$ cat src/rtl/seq_detect_pkg.sv
// Shared types and constants for the sequence-detector scheduler slice.
package seq_detect_pkg;

  typedef enum logic [2:0] {
    IDLE,
    CLEAR,
    SHIFT,
    DRAIN,
    RESP
  } sched_state_t;

  localparam int WORD_W_DEF = 16;
  localparam int LAT_DEF    = 2;
  localparam int CNT_W_DEF  = 5;

  // 7-segment codes (gfedcba, active-high) shared with the detector's display counter.
  localparam logic [6:0] SEG_0 = 7'h3F;
  localparam logic [6:0] SEG_1 = 7'h06;
  localparam logic [6:0] SEG_2 = 7'h5B;
  localparam logic [6:0] SEG_3 = 7'h4F;
  localparam logic [6:0] SEG_4 = 7'h66;
  localparam logic [6:0] SEG_5 = 7'h6D;
  localparam logic [6:0] SEG_6 = 7'h7D;
  localparam logic [6:0] SEG_7 = 7'h07;
  localparam logic [6:0] SEG_8 = 7'h7F;
  localparam logic [6:0] SEG_9 = 7'h6F;

endpackage

$ cat src/rtl/rr_arbiter2.sv
// Two-way round-robin arbiter: combinational one-hot grant, pointer moves
// to the other requester whenever a grant is taken.
module rr_arbiter2 (
  input  logic       clk,
  input  logic       rst,
  input  logic       en_i,
  input  logic [1:0] valid_i,
  output logic [1:0] grant_o
);

  logic ptr_q;

  // Grant the pointer-preferred requester if valid, otherwise the other one.
  always_comb begin
    grant_o = 2'b00;
    if (en_i) begin
      if (ptr_q == 1'b0) begin
        if (valid_i[0])      grant_o = 2'b01;
        else if (valid_i[1]) grant_o = 2'b10;
      end else begin
        if (valid_i[1])      grant_o = 2'b10;
        else if (valid_i[0]) grant_o = 2'b01;
      end
    end
  end

  // After a grant, prefer the requester that was not served.
  always_ff @(posedge clk) begin
    if (rst) begin
      ptr_q <= 1'b0;
    end else if (|grant_o) begin
      ptr_q <= grant_o[0];
    end
  end

endmodule

$ cat src/rtl/seq_detect_scheduler.sv
// Shares one 01[0*]1 detector between two requesters: arbitrates a word,
// clears the detector, shifts the word MSB-first, counts det_z pulses over
// a WORD_W-cycle window aligned to the detector latency, and returns the count.
module seq_detect_scheduler
  import seq_detect_pkg::*;
#(
  parameter int WORD_W = WORD_W_DEF,
  parameter int LAT    = LAT_DEF,
  parameter int CNT_W  = CNT_W_DEF
) (
  input  logic              clk,
  input  logic              rst,
  input  logic [1:0]        req_valid_i,
  input  logic [WORD_W-1:0] req_data0_i,
  input  logic [WORD_W-1:0] req_data1_i,
  output logic [1:0]        req_ready_o,
  output logic              det_rst_o,
  output logic              det_ena_o,
  output logic              det_bit_o,
  input  logic              det_z_i,
  output logic              rsp_valid_o,
  output logic              rsp_id_o,
  output logic [CNT_W-1:0]  rsp_count_o,
  input  logic              rsp_ready_i
);

  localparam int IDX_W = (WORD_W > 1) ? $clog2(WORD_W) : 1;
  localparam logic [IDX_W-1:0] LAST_BIT   = IDX_W'(WORD_W - 1);
  localparam logic [IDX_W-1:0] LAST_DRAIN = IDX_W'(LAT - 1);
  localparam logic [IDX_W-1:0] WIN_START  = IDX_W'(LAT);
  localparam logic [CNT_W-1:0] CNT_MAX    = '1;

  sched_state_t      state_q;
  logic [WORD_W-1:0] shift_q;
  logic              id_q;
  logic [IDX_W-1:0]  idx_q;
  logic [CNT_W-1:0]  cnt_q;
  logic              det_bit_q;
  logic              det_ena_q;
  logic              rsp_valid_q;
  logic              arb_en;
  logic              accept;

  function automatic logic [CNT_W-1:0] sat_inc(input logic [CNT_W-1:0] c);
    return (c == CNT_MAX) ? c : c + 1'b1;
  endfunction

  assign arb_en = (state_q == IDLE) && !rst;
  assign accept = |req_ready_o;

  rr_arbiter2 u_arb (
    .clk     (clk),
    .rst     (rst),
    .en_i    (arb_en),
    .valid_i (req_valid_i),
    .grant_o (req_ready_o)
  );

  assign det_rst_o   = rst || (state_q == CLEAR);
  assign det_ena_o   = det_ena_q;
  assign det_bit_o   = det_bit_q;
  assign rsp_valid_o = rsp_valid_q;
  assign rsp_id_o    = id_q;
  assign rsp_count_o = cnt_q;

  // Word shift register: loaded on grant, advanced once per serialized bit.
  always_ff @(posedge clk) begin
    if (state_q == IDLE && accept) begin
      shift_q <= req_ready_o[1] ? req_data1_i : req_data0_i;
    end else if (state_q == CLEAR || state_q == SHIFT) begin
      shift_q <= shift_q << 1;
    end
  end

  // Scheduler FSM with registered detector drive, window counting and response.
  always_ff @(posedge clk) begin
    if (rst) begin
      state_q     <= IDLE;
      id_q        <= 1'b0;
      idx_q       <= '0;
      cnt_q       <= '0;
      det_bit_q   <= 1'b1;
      det_ena_q   <= 1'b0;
      rsp_valid_q <= 1'b0;
    end else begin
      case (state_q)
        IDLE: begin
          if (accept) begin
            id_q    <= req_ready_o[1];
            state_q <= CLEAR;
          end
        end
        CLEAR: begin
          cnt_q     <= '0;
          idx_q     <= '0;
          det_bit_q <= shift_q[WORD_W-1];
          det_ena_q <= 1'b1;
          state_q   <= SHIFT;
        end
        SHIFT: begin
          // The first LAT cycles still show the detector's pre-word output.
          if (idx_q >= WIN_START && det_z_i) cnt_q <= sat_inc(cnt_q);
          if (idx_q == LAST_BIT) begin
            idx_q     <= '0;
            det_bit_q <= 1'b1;
            state_q   <= DRAIN;
          end else begin
            idx_q     <= idx_q + 1'b1;
            det_bit_q <= shift_q[WORD_W-1];
          end
        end
        DRAIN: begin
          if (det_z_i) cnt_q <= sat_inc(cnt_q);
          if (idx_q == LAST_DRAIN) begin
            det_ena_q   <= 1'b0;
            rsp_valid_q <= 1'b1;
            state_q     <= RESP;
          end else begin
            idx_q <= idx_q + 1'b1;
          end
        end
        RESP: begin
          if (rsp_ready_i) begin
            rsp_valid_q <= 1'b0;
            state_q     <= IDLE;
          end
        end
        default: state_q <= IDLE;
      endcase
    end
  end

endmodule

$ cat config.mk
export PLATFORM = sky130hd
export DESIGN_NAME = seq_detect_scheduler
export DESIGN_NICKNAME = d
export VERILOG_FILES = /design/src/rtl/seq_detect_pkg.sv /design/src/rtl/rr_arbiter2.sv /design/src/rtl/seq_detect_scheduler.sv
export SDC_FILE = /design/constraint.sdc
export NUM_CORES = 1
export LEC_CHECK = 0
export BUFFER_PORTS_ARGS = -buffer_cell sky130_fd_sc_hd__buf_4
export CAP_MARGIN = 20
export CORE_MARGIN = 5
export CORE_UTILIZATION = 40
export DETAILED_ROUTE_END_ITERATION = 16
export PLACE_DENSITY_LB_ADDON = 0.1
export SYNTH_ARGS = -nofsm -noshare
export SYNTH_HDL_FRONTEND = slang
export SYNTH_SLANG_ARGS = --single-unit
$ cat constraint.sdc
create_clock -name clk -period 5.6 [get_ports clk]
set_input_delay 0 -clock clk [delete_from_list [all_inputs] [get_ports clk]]
set_output_delay 0 -clock clk [all_outputs]
set_load 0.02 [all_outputs]
==> reports/qor.yml, run 1 <==
placed_design:
  hpwlAfterDp_um: 2746
  dp.cells: 273
  io_buffers: 49
  routabilityCongestion: 0.7904
logic_synthesis:
  syn_area_per_cell_um2: 9.549
  synthDistinctLibCells: 41
  syn_area_um2: 1738
  synthCells: 182
  synth_area_leader_cell: "edfxtp_1"
  synth-edff-count: 16
  synth_area_leaders: "edfxtp_1 (28%), dfxtp_1 (20%), mux2i_1 (9.8%)"
  syn_nets: 225
  yosysSeqAreaShare: 0.4723
  synth-async-reset-ratio: 0
  ys.warnings.count: 0
  ys_ff_latch: 33
  synthFlopType: "dfxtp_1"
  yosys.area.top_type_share: 0.2765
floorplanning:
  ioPinCount: 50
  initial_core_util: 0.4047
  core_area_um2: 4294
  rows: 24
  dieArea_um2: 5763
  die_w_um: 75.92
  die_h_um: 75.92
timing:
  fin_tns_setup_ns: 0
  finalMaxSlewViolations: 0
  fin_crit_sh: 0.4467
  finClkSkew_ns: 0.005775
  finalHoldViolations: 0
  max_freq_ghz: 0.3998
  tightestPinTransition_ns: 0.9816
  grt_setup_unrepaired: "no"
  setup_viol: 0
  relSlewSlack: 0.3438
  min_period_ns: 2.501
drt:
  ant_nets: 0
  wl_per_cell_um: 13.02
  drt-total-wl_um: 3684
  firstDrtPassIters: 6
  num_vias: 1470
  drtIter0Drc: 77
  avgViaCountPerCell: 5.194
  route.detailed.drc: 0
worst_hold_path:
  hold_end: "state_q[2]$_SDFFE_PP0P_"
  holdCritPathClass: "in -> reg"
  worstHoldPathCells: 4
  holdCritStartpoint: "rsp_ready_i"
clock_network:
  clk_path_buf_depth: 2
  cts_htree_levels: 2
  clk_latency_ns: 0.28
  hold_buffers: 1
  cts_sinks: 33
  numCtsBuffers: 5
  cts_resized: 0
  clk_pin_slew_ns: 0.07
  cts_tree: "yes"
  cts_root_buf: "clkbuf_8"
  post_cts_buffers: 0
critical_path:
  r2r-end: "shift_q[7]$_DFFE_PP_"
  r2r_slack_ns: 3.10
  crit_path_max_fanout: 18
  slowest_stage: "nand3_1"
  path_cells: "nor4_2 -> nand3_1 -> mux2i_1 -> o21ai_0"
  endpoint_kind: "flip-flop"
  critPathKind: "reg -> reg"
  startpoint_type: "flip-flop"
  cp_slowest_stage_delay_ns: 0.78
  cp.required_ns: 5.62
  arrival_ns: 2.53
  r2r_start: "state_q[1]$_SDFFE_PP0P_"
  reg2regPathDepth: 4
cells_and_area:
  drive_above_1_share: 0.2857
  nets: 273
  final_cells: 283
  syn2layout_area_growth_pct: 29.23
  diodes: 0
  final.fill_count: 415
power:
  vdd_drop_max_mv: 0.1346
  pwr-share-comb: 0.250
  powerDensity_nw_per_um2: 318.7
  p_int_uw: 503.0
  p_sw_uw: 212.7
  clockPowerShare: 0.258
  p_leak_uw: 0.001035
  pwr-share-seq: 0.492
  swShare: 0.2973
run:
  timing.max_cap.violations: 0
global_routing:
  grt_usage: 0.1306
  grt_max_degree: 34
  grt_pass1_wl_um: 6244
  first_global_vias: 1421
  antenna_found_initial: 0
  gr-total-overflow: 0
status:
  status: "complete, no violations"
layout make-up:
type	count	area, um2	area share
flip-flops and latches	33	820.8	0.3655
multi-input cells	130	839.6	0.3738
clock buffers	8	90.09	0.04011
inverters	8	30.03	0.01337
repair buffers	52	400.4	0.1783
well taps	52	65.06	0.02897
power by group through the flow:
stage,Sequential (uW),Combinational (uW),Clock (uW)
3_3_place_gp,354,175,0
2_1_floorplan,349,120,0
6_report,352,179,185
5_1_grt,359,205,201
3_5_place_dp,357,179,0
4_1_cts,353,180,191
synthesized netlist by cell type (all sizes together), types with 2 or more instances:
cell type,instances
o21ai,23
ha,5
a211oi,2
nor3b,2
a21o,3
or4,3
or2,2
a31o,2
o31ai,2
a31oi,2
dfxtp,17
nor4,2
nor2,8
inv,8
nand2b,4
buf,4
mux2i,17
nand3,6
a21oi,10
nand2,19
clkbuf,7
nor3,3
and3,2
edfxtp,16
xnor2,3
critical path: cells and delay by family, from the launching register on:
kind / cells / cell delay (ns)
simple gates: 2 / 1.23
flops: 1 / 0.50
compound gates: 1 / 0.12
mux: 1 / 0.39
worst max-delay path by stage:
| stage | startpoint | end |
|---|---|---|
| CTS | state_q[1]$_SDFFE_PP0P_ | shift_q[7]$_DFFE_PP_ |
| floorplan | state_q[1]$_SDFFE_PP0P_ | shift_q[0]$_SDFFCE_PP0P_ |
| global route | state_q[1]$_SDFFE_PP0P_ | shift_q[14]$_DFFE_PP_ |
| detailed placement | state_q[1]$_SDFFE_PP0P_ | shift_q[7]$_DFFE_PP_ |
| finish | state_q[1]$_SDFFE_PP0P_ | shift_q[7]$_DFFE_PP_ |
| global placement | state_q[1]$_SDFFE_PP0P_ | shift_q[13]$_DFFE_PP_ |
metal layers:
layer	global-route usage	wire, um
met3	0.03910	210
met5	0	0
met2	0.2132	1792
met1	0.1575	1618
met4	0.05694	62
stage by stage:
| step | setup slack, ns | power (uW) | hold WS (ns) | util | instance area, um2 |
|---|---|---|---|---|---|
| final | 3.099 | 715.7 | 0.01355 | 0.5230 | 2246 |
| after global routing | 2.817 | 764.4 | 0.02080 | 0.5230 | 2246 |
| after CTS | 3.014 | 724.6 | 0.006016 | 0.5195 | 2231 |
| after detailed placement | 3.053 | 535.8 | 0.2519 | 0.4962 | 2131 |
| after global placement | 3.121 | 528.6 | 0.2464 | 0.4962 | 2131 |
| after floorplan | 3.132 | 469.2 | 0.2001 | - | 1738 |
sequential cells by signal, summed over array words and instances (netlist names):
| signal | flops |
|---|---|
| u_arb.ptr_q | 1 |
| rsp_valid_o | 1 |
| idx_q | 4 |
| rsp_count_o | 5 |
| state_q | 3 |
| rsp_id_o | 1 |
| det_bit_o | 1 |
| shift_q | 16 |
| det_ena_o | 1 |
cell families after synthesis:
kind of cell    share of synthesized area
fa+ha+maj                         0.03600
flops                              0.4723
mux                               0.09791
buf+inv                           0.04679
compound gates                     0.1562
xor+xnor                          0.01512
simple gates                       0.1757
cell usage in the layout, fill, tap and decap left out, types with 2 or more instances in the layout:
| cell type | instances |
|---|---|
| nand2_1 | 19 |
| a21o_1 | 3 |
| or2_2 | 2 |
| inv_1 | 8 |
| nor2_1 | 8 |
| buf_4 | 50 |
| nand2b_1 | 4 |
| nand3_1 | 6 |
| o21ai_0 | 20 |
| nor3_1 | 3 |
| and3_1 | 2 |
| o21ai_1 | 2 |
| nor3b_1 | 2 |
| clkbuf_1 | 2 |
| xnor2_1 | 3 |
| edfxtp_1 | 16 |
| mux2i_1 | 17 |
| a211oi_1 | 2 |
| a21oi_1 | 10 |
| or4_1 | 2 |
| a31o_2 | 2 |
| dfxtp_1 | 17 |
| clkbuf_8 | 6 |
| o31ai_1 | 2 |
| a31oi_1 | 2 |
| ha_1 | 5 |
Power figures use the tool's default switching activity.
==> run 2, diff against run 1 <==
- clock period: 5.6 -> 2.12 ns (I/O delays scaled with it)
==> run 2 against run 1 <==
Net effect: design area up 3.5%; core utilization up 1.8 points; critical path depth rose by 3; first-iteration DRC count fell by 26%; worst hold slack better by 0.014 ns; routed wire length up 6.2%; global-route usage rose by 1.1 points; largest power group unchanged; critical path type unchanged.
==> reports/qor.yml, run 2 (synthesized netlist as in run 1, its figures left out) <==
drt:
  drtIter0Drc: 57  # -26%
  num_vias: 1527  # +3.9%
  firstDrtPassIters: 4  # -2
  route.detailed.drc: 0  # unchanged
  ant_nets: 0  # unchanged
  drt-total-wl_um: 3913  # +6.2%
  wl_per_cell_um: 13.45  # +3.3%
  avgViaCountPerCell: 5.247  # +1.0%
timing:
  fin_tns_setup_ns: 0  # unchanged
  grt_setup_unrepaired: "no"
  finalHoldViolations: 0  # unchanged
  holdWs_ns: 0.02712  # +0.01357 ns
  min_period_ns: 2.016  # -0.4852 ns
  finClkSkew_ns: 0.003887  # -0.001888 ns
  tightestPinTransition_ns: 0.5078  # -0.4738 ns
  relSlewSlack: 0.6599  # +0.3161
  fin_crit_sh: 0.9510  # +0.5043
  setup_viol: 0  # unchanged
  finalMaxSlewViolations: 0  # unchanged
  max_freq_ghz: 0.4960  # +24%
power:
  vdd_drop_max_mv: 0.3887  # +190%
  pwr-share-seq: 0.464  # -0.028
  p_sw_uw: 576.3  # +170%
  p_leak_uw: 0.001083  # +4.7%
  clockPowerShare: 0.265  # +0.007
  powerDensity_nw_per_um2: 841.5  # +160%
  p_int_uw: 1380  # +170%
  pwr-share-comb: 0.270  # +0.020
  swShare: 0.2946  # -0.002637
cells_and_area:
  regMostFlops: "shift_q"
  diodes: 0  # unchanged
  layout_common_cells: "buf_4 (58), o21ai_0 (20), nand2_1 (19)"
  largest_register_ffs: 16  # unchanged
  final_cells: 291  # +2.8%
  post-route-cell-area_um2: 2325  # +3.5%
  nets: 281  # +2.9%
  syn2layout_area_growth_pct: 33.77
  drive_above_1_share: 0.3264  # +0.04065
  final_common_cell: "buf_4"
  utilization: 0.5414  # +0.01836
clock_network:
  numCtsBuffers: 5  # unchanged
  cts_root_buf: "clkbuf_8"
  clk_latency_ns: 0.28  # about the same
  cts_tree: "yes"
  cts_sinks: 33  # unchanged
  clk_pin_slew_ns: 0.07  # about the same
  post_cts_buffers: 0  # unchanged
  cts_htree_levels: 2  # unchanged
  clk_path_buf_depth: 2  # unchanged
global_routing:
  grt_usage: 0.1418  # +0.01122
  grt_max_degree: 33  # -2.9%
  grt_pass1_wl_um: 6713  # +7.5%
  gr-total-overflow: 0  # unchanged
  first_global_vias: 1559  # +9.7%
  antenna_found_initial: 0  # unchanged
floorplanning:
  die_h_um: 75.92  # unchanged
  initial_core_util: 0.4047  # unchanged
  die_w_um: 75.92  # unchanged
  dieArea_um2: 5763  # unchanged
  rows: 24  # unchanged
  core_area_um2: 4294  # unchanged
  ioPinCount: 50  # unchanged
critical_path:
  arrival_ns: 2.24  # -0.29 ns
  startpoint_type: "flip-flop"
  path_cells: "ha_1 -> and3_1 -> ha_1 -> nand2b_1 -> a21o_4 -> or4_1 -> a21oi_2"
  worstSetupEndpoint: "rsp_count_o[3]$_SDFFE_PP0P_"
  endpoint_kind: "flip-flop"
  slowest_stage: "or4_1"
  crit_start: "rsp_count_o[0]$_SDFFE_PP0P_"
  r2r-end: "rsp_count_o[3]$_SDFFE_PP0P_"
  cp.required_ns: 2.34  # -3.28 ns
  r2r_slack_ns: 0.10  # -2.99 ns
  crit_path_max_fanout: 8  # -10
  crit_top_cell: "ha_1"
  r2r_start: "rsp_count_o[0]$_SDFFE_PP0P_"
  critPathKind: "reg -> reg"
  cp_slowest_stage_delay_ns: 0.53  # -0.25 ns
  reg2regPathDepth: 7  # +3
worst_hold_path:
  holdCritPathClass: "in -> reg"
status:
  status: "complete, no violations"
placed_design:
  routabilityCongestion: 0.7814  # -1.1%
  place_area_um2: 2191  # +2.8%
  dp.cells: 281  # +2.9%
  hpwlAfterDp_um: 2960  # +7.8%
  io_buffers: 49  # unchanged
run:
  timing.max_cap.violations: 0  # unchanged
## run 2: cell types whose count changed in the layout (fill, tap and decap cells not counted), sizes merged
cell | previous run | this run
dlygate4sd3 | 1 | 2
clkbuf | 8 | 7
clkinv | 0 | 1
buf | 51 | 58
## run 2: per-stage QoR
| stage | total power [uW] | setup WS [ns] |
|---|---|---|
| final | 1956 | 0.1040 |
| after global routing | 2086 | 0.01832 |
| after CTS | 1980 | 0.04327 |
| after detailed placement | 1447 | 0.06398 |
| after global placement | 1423 | 0.1689 |
| after floorplan | 1239 | 0.05313 |
## run 2: worst min path at each step
stage,startpoint,endpoint,slack [ns],cells after the start
after global placement,rst,idx_q[2]$_SDFFE_PP0P_,0.25,2
after floorplan,rsp_ready_i,state_q[2]$_SDFFE_PP0P_,0.20,3
after CTS,req_data1_i[0],shift_q[0]$_SDFFCE_PP0P_,0.02,3
after detailed placement,rst,idx_q[2]$_SDFFE_PP0P_,0.26,2
after global routing,req_data0_i[0],shift_q[0]$_SDFFCE_PP0P_,0.03,3
final,req_data1_i[0],shift_q[0]$_SDFFCE_PP0P_,0.03,3
## run 2: repair_timing
item / CTS / global route
resized for setup: 0 / 3
endpoints found under the hold margin: 5 / 0
hold buffers: 2 / 0
endpoints found under the setup margin: 0 / 3
## run 2: layout make-up
cell class	instances	area, um2
inverter	8	30.03
clock buffer	7	96.34
clock inverter	1	5.005
tap	52	65.06
fill	395	1969
multi-input combinational	130	850.8
sequential	33	822.0
timing repair buffer	60	455.4
## run 2: power by group through the flow
stage	Clock (uW)	Combinational [uW]	Sequential, uW
floorplan	0	317	922
global placement	0	506	917
detailed placement	0	525	922
CTS	541	531	908
global route	563	601	922
finish	519	528	908
## run 2: routing by layer
layer	part of all wire	global-route usage	vias to the layer above
met4	0.017	0.06228	0
met1	0.42	0.1526	717
met5	0	0	-
met3	0.054	0.04858	6
li1	-	-	768
met2	0.51	0.2483	36
## run 2: worst max-delay path, delay by kind of cell (launching register included)
kind / cells / cell delay (ns)
AND/OR/NAND/NOR: 3 / 0.88
adder cells (fa/ha/maj): 2 / 0.37
AO/OA/AOI/OAI: 2 / 0.37
flip-flops: 1 / 0.34
